File: config.mk
export PLATFORM = sky130hd
export DESIGN_NAME = mem_burst_master
export DESIGN_NICKNAME = d
export VERILOG_FILES = /design/src/rtl/mem_burst_pkg.sv /design/src/rtl/rd_skid_fifo.sv /design/src/rtl/mem_burst_master.sv
export SDC_FILE = /design/constraint.sdc
export NUM_CORES = 1
export LEC_CHECK = 0
export ABC_AREA = 0
export CAP_MARGIN = 10
export CORE_ASPECT_RATIO = 1.75
export CORE_MARGIN = 2
export CORE_UTILIZATION = 45
export CTS_CLUSTER_SIZE = 8
export DETAILED_ROUTE_END_ITERATION = 16
export GPL_TIMING_DRIVEN = 0
export PLACE_DENSITY_LB_ADDON = 0.25
export SLEW_MARGIN = 20
export SYNTH_ARGS = -nofsm -noshare
export SYNTH_HDL_FRONTEND = slang
export SYNTH_SLANG_ARGS = --single-unit
export TNS_END_PERCENT = 50
File: constraint.sdc
create_clock -name clk -period 2.2 [get_ports clk]
set_input_delay 0.22 -clock clk [delete_from_list [all_inputs] [get_ports clk]]
set_output_delay 0.22 -clock clk [all_outputs]
set_load 0.02 [all_outputs]
File: src/rtl/mem_burst_pkg.sv
// mem_burst_pkg: shared FSM state type and read-buffer sizing for the burst master
package mem_burst_pkg;
  typedef enum logic [1:0] {IDLE, WR, RD, RD_DRAIN} state_e;
  localparam int RD_BUF_DEPTH = 2;
endpackage

File: src/rtl/rd_skid_fifo.sv
// rd_skid_fifo: 2-entry FIFO that catches read data still in flight from the storage unit
module rd_skid_fifo
  import mem_burst_pkg::*;
#(
  parameter int WIDTH = 8
) (
  input  logic             clk,
  input  logic             rst_n,
  input  logic             push_i,
  input  logic             pop_i,
  input  logic [WIDTH-1:0] data_i,
  output logic [WIDTH-1:0] data_o,
  output logic [1:0]       occ_o
);
  logic [WIDTH-1:0] mem_q [RD_BUF_DEPTH];
  logic             wp_q, rp_q;
  logic [1:0]       occ_q;
  always_ff @(posedge clk or negedge rst_n) begin
    if (!rst_n) begin
      mem_q <= '{default: '0};
      wp_q  <= 1'b0;
      rp_q  <= 1'b0;
      occ_q <= 2'd0;
    end else begin
      if (push_i) begin
        mem_q[wp_q] <= data_i;
        wp_q        <= ~wp_q;
      end
      if (pop_i) rp_q <= ~rp_q;
      occ_q <= occ_q + 2'(push_i) - 2'(pop_i);
    end
  end
  assign data_o = mem_q[rp_q];
  assign occ_o  = occ_q;
endmodule

File: src/rtl/mem_burst_master.sv
// mem_burst_master: read/write burst initiator driving one flip-flop storage unit
module mem_burst_master
  import mem_burst_pkg::*;
#(
  parameter int WIDTH = 8,
  parameter int DEPTH = 16,
  parameter int LEN_W = $clog2(DEPTH) + 1,
  localparam int AW = $clog2(DEPTH)
) (
  input  logic             clk,
  input  logic             rst_n,
  input  logic             cmd_valid,
  output logic             cmd_ready,
  input  logic             cmd_write,
  input  logic [AW-1:0]    cmd_addr,
  input  logic [LEN_W-1:0] cmd_len,
  input  logic             wr_valid,
  output logic             wr_ready,
  input  logic [WIDTH-1:0] wr_data,
  output logic             rd_valid,
  input  logic             rd_ready,
  output logic [WIDTH-1:0] rd_data,
  output logic [AW-1:0]    mem_addr,
  output logic [WIDTH-1:0] mem_data_in,
  output logic             mem_write_en,
  output logic             mem_read_en,
  input  logic [WIDTH-1:0] mem_data_out,
  output logic             busy,
  output logic             done
);
  state_e           state_q;
  logic [AW-1:0]    addr_q, addr_inc;
  logic [LEN_W-1:0] remain_q;
  logic             pend_q, done_q;
  logic [1:0]       occ;
  logic             pop, issue, wr_acc, last;
  assign pop      = rd_valid && rd_ready;
  assign wr_acc   = state_q == WR && wr_valid;
  // credit: words buffered plus the one in flight, after this cycle's pop, must leave room
  assign issue    = state_q == RD && remain_q != '0 && ({1'b0, occ} + 3'(pend_q)) < 3'd2 + 3'(pop);
  assign last     = remain_q == LEN_W'(1);
  assign addr_inc = addr_q == AW'(DEPTH - 1) ? '0 : addr_q + AW'(1);
  always_ff @(posedge clk or negedge rst_n) begin
    if (!rst_n) begin
      state_q  <= IDLE;
      addr_q   <= '0;
      remain_q <= '0;
      pend_q   <= 1'b0;
      done_q   <= 1'b0;
    end else begin
      done_q <= 1'b0;
      pend_q <= issue;
      if (wr_acc || issue) begin
        addr_q   <= addr_inc;
        remain_q <= remain_q - LEN_W'(1);
      end
      case (state_q)
        IDLE: if (cmd_valid) begin
          addr_q   <= cmd_addr;
          remain_q <= cmd_len;
          if (cmd_len == '0) done_q <= 1'b1;
          else state_q <= cmd_write ? WR : RD;
        end
        WR: if (wr_acc && last) begin
          state_q <= IDLE;
          done_q  <= 1'b1;
        end
        RD: if (issue && last) state_q <= RD_DRAIN;
        RD_DRAIN: if (!pend_q && occ == 2'd1 && pop) begin
          state_q <= IDLE;
          done_q  <= 1'b1;
        end
      endcase
    end
  end
  rd_skid_fifo #(.WIDTH(WIDTH)) u_buf (
    .clk    (clk),
    .rst_n  (rst_n),
    .push_i (pend_q),
    .pop_i  (pop),
    .data_i (mem_data_out),
    .data_o (rd_data),
    .occ_o  (occ)
  );
  assign cmd_ready    = state_q == IDLE;
  assign busy         = state_q != IDLE;
  assign wr_ready     = state_q == WR;
  assign mem_write_en = wr_acc;
  assign mem_read_en  = issue;
  assign mem_addr     = addr_q;
  assign mem_data_in  = wr_ready ? wr_data : '0;
  assign rd_valid     = occ != 2'd0;
  assign done         = done_q;
endmodule

==> results.md <==
* Synth Net Count at 198
* Max Root-Sink Buffers at 2
* Seq pwr share at 0.323
* Vias in the first global route at 1411
* Final Skew at 0.00811 ns
* Sw frac at 0.397
* Status: finished, violations left
* GRT overflow at 0
* Layout Nets at 261
* Area of the multi-input gates at 863 um^2
* Post-CTS Hold Buffers at 0
* Crit share post-route at 0.954
* Worst-Skew Late Latency at 0.29 ns
* Sink Count at 33
* Fin. max-slew vios at 0
* Full die area at 4430 um^2
* Area delta synth->final at 40.8%
* Post-synth EDFFs at 0
* LEAKAGE at 1.03 nW
* Cell variety after synth at 32
* Syn. warnings at 0
* Num rows at 30
* Worst-path clk slew at 0.08 ns
* Hold Path Class: input port to async pin
* Sequential area share after synthesis at 0.471
* Core footprint at 3790 um^2
* Final hold viol count at 33
* # port buffers at 57
* Tightest Pin Transition at 0.718 ns
* CP required at 1.98 ns
* Final core occ at 0.651
* Tot Pwr at 3.75 mW
* Synth Area per Inst at 11.0 um^2
* RSZ-0062 raised after global routing: no
* Ys flop type: dfrtp_1
* Area share of the largest cell type after synthesis at 0.471
* Yosys top cell by area: dfrtp_1
* Switching power at 1.49 mW
* CTS Buf Count at 5
* Area contributors post-synth: dfrtp_1 (47%), mux2_2 (16%), ha_1 (5.7%), and2_1 (3.2%), a31oi_1 (2.9%)
* Synth cell count leaders: dfrtp_1 (33), mux2_2 (25), nor2_1 (13), inv_1 (10), and2_1 (9)
* Post-layout min period at 2.10 ns
* Die W at 51.2 um
* Ant. Diodes at 0
* FF+latch area at 827 um^2
* Peak VDD IR at 1.10 mV
* Synthesized area at 1750 um^2
* FF+latch count, synth at 33
* Die span in y at 86.6 um
* Final setup fails at 0
* Clk root buf: clkbuf_8
* Worst setup SP type: flip-flop
* Worst hold slack at -0.0235 ns
* Vias at 1425
* Layout cells sized above 1 at 0.193
* DR pass1 iterations at 4
* Setup CP Type: flip-flop to output pin
* Initial Util at 0.462
* Vias/cell at 5.26
* Final HPWL DP at 3030 um
* First-pass GRT wire length at 6160 um
* Int Pwr at 2.26 mW
* RePlAce Congestion at 0.802
* Worst slew margin at 0.521
* # fillers at 294
* DRT iter0 DRCs at 20
* Postcts setup bufs at 0
* Failing checks: negative hold slack
* Combinational power share at 0.556
* DR WL/cell at 14.6 um
* Most numerous cell in the Yosys netlist: dfrtp_1
* Post-synth ARST share at 1.00
* Crit path DAT at 1.88 ns
* Final wirelength at 3970 um
* Clock Power Share at 0.121
* ANT nets after route at 0
* Initial antenna violation count at 0
* Crit Path Max Fanout at 6
* H-tree Lvls at 2
* MaxCap Viol Count at 0
* Total track usage at 0.188
* Post-Syn Instances at 159
* Pwr/cell area at 1520 nW/um^2
* I/O Pins at 58
* Drt drc at 0
* TritonCTS clock tree: built
* CP Capture Type: output pin
* F_max at 0.477 GHz
* Largest net degree at the start of global routing at 34
## area by class of cell
class | instances | area share
inverter | 10 | 0.0152
multi-input combinational | 111 | 0.350
clock buffer | 5 | 0.0279
tap | 48 | 0.0243
clock inverter | 3 | 0.00710
buffer | 4 | 0.0106
sequential | 33 | 0.335
timing repair buffer | 57 | 0.230
## stage by stage
stage	setup slack, ns	instance area [um^2]	TNS [ns]	instances
2_1_floorplan	0.344	1750	0	159
3_3_place_gp	-0.0237	2380	-0.0237	264
3_5_place_dp	-0.0448	2380	-0.0448	264
4_1_cts	0.0202	2460	0	271
5_1_grt	0.0418	2470	0	271
6_report	0.102	2470	0	271
## registers in the layout, summed over array words and instances (netlist names)
name,count
u_buf.rp_q,1
u_buf.wp_q,1
remain_q,5
state_q,2
pend_q,1
mem_addr,4
u_buf.mem_q,16
done,1
u_buf.occ_o,2
## path summary, 6_finish.rpt
check,startpoint,to,slack (ns),cells past startpoint
min in group clk,u_buf.wp_q$_DFFE_PN0P_,u_buf.wp_q$_DFFE_PN0P_,0.49,1
max,pend_q$_DFF_PN0_,mem_read_en,0.10,5
min reg2reg,u_buf.wp_q$_DFFE_PN0P_,u_buf.wp_q$_DFFE_PN0P_,0.49,1
max in group asynchronous,rst_n,state_q[0]$_DFFE_PN0P_,1.71,1
min,rst_n,u_buf.mem_q[15]$_DFFE_PN0P_,-0.02,1
max reg2reg,pend_q$_DFF_PN0_,mem_addr[1]$_DFF_PN0_,0.19,7
## cells by family after synthesis
group,after synthesis,share of synthesized area
AND/OR/NAND/NOR,46,0.138
multiplexers,27,0.172
flip-flops,33,0.471
adder cells (fa/ha/maj),8,0.0571
AO/OA/AOI/OAI,25,0.0985
buffers and inverters,15,0.0385
XOR/XNOR,5,0.0250
## power by group through the flow
stage               combinational [mW]  sequential [mW]  clock, mW
CTS                               2.09             1.21      0.463
global placement                  2.04             1.15          0
finish                            2.09             1.21      0.453
detailed placement                2.13             1.18          0
global route                      2.26             1.25      0.493
floorplan                         1.36             1.17          0
## per-layer routing
metal,routed length (um),share of wire,global-route usage
met4,99,0.025,0.0934
met1,1440,0.36,0.190
met5,0,0,0
met2,2200,0.56,0.342
met3,224,0.056,0.0534
## layout by cell type (no fill, tap or decap), types with 2 or more instances in the layout
cell type / synthesis / layout
a21oi_1: 3 / 3
a31oi_1: 8 / 8
and2_1: 9 / 9
clkbuf_1: 3 / 2
clkbuf_8: 0 / 5
clkdlybuf4s50_1: 0 / 55
clkinv_2: 0 / 2
dfrtp_1: 33 / 32
ha_1: 8 / 8
inv_1: 10 / 10
mux2_2: 25 / 25
mux2i_1: 2 / 2
nand2_1: 7 / 7
nor2_1: 13 / 13
nor2b_1: 2 / 2
nor3_1: 2 / 2
o21ai_0: 4 / 4
o21ai_1: 4 / 3
or3_1: 7 / 7
xnor2_1: 4 / 4
## what timing repair did
action                                  CTS  global route
hold endpoints to repair                  0             0
resized for setup                         3             2
endpoints found under the setup margin    9             2
## worst max-delay path: stages (launching register included)
cell	delay, ns
dfrtp_1	0.44
ha_1	0.23
ha_1	0.28
o21ai_2	0.10
and4_1	0.26
clkdlybuf4s15_2	0.27
(Power assumes the default switching activity.)
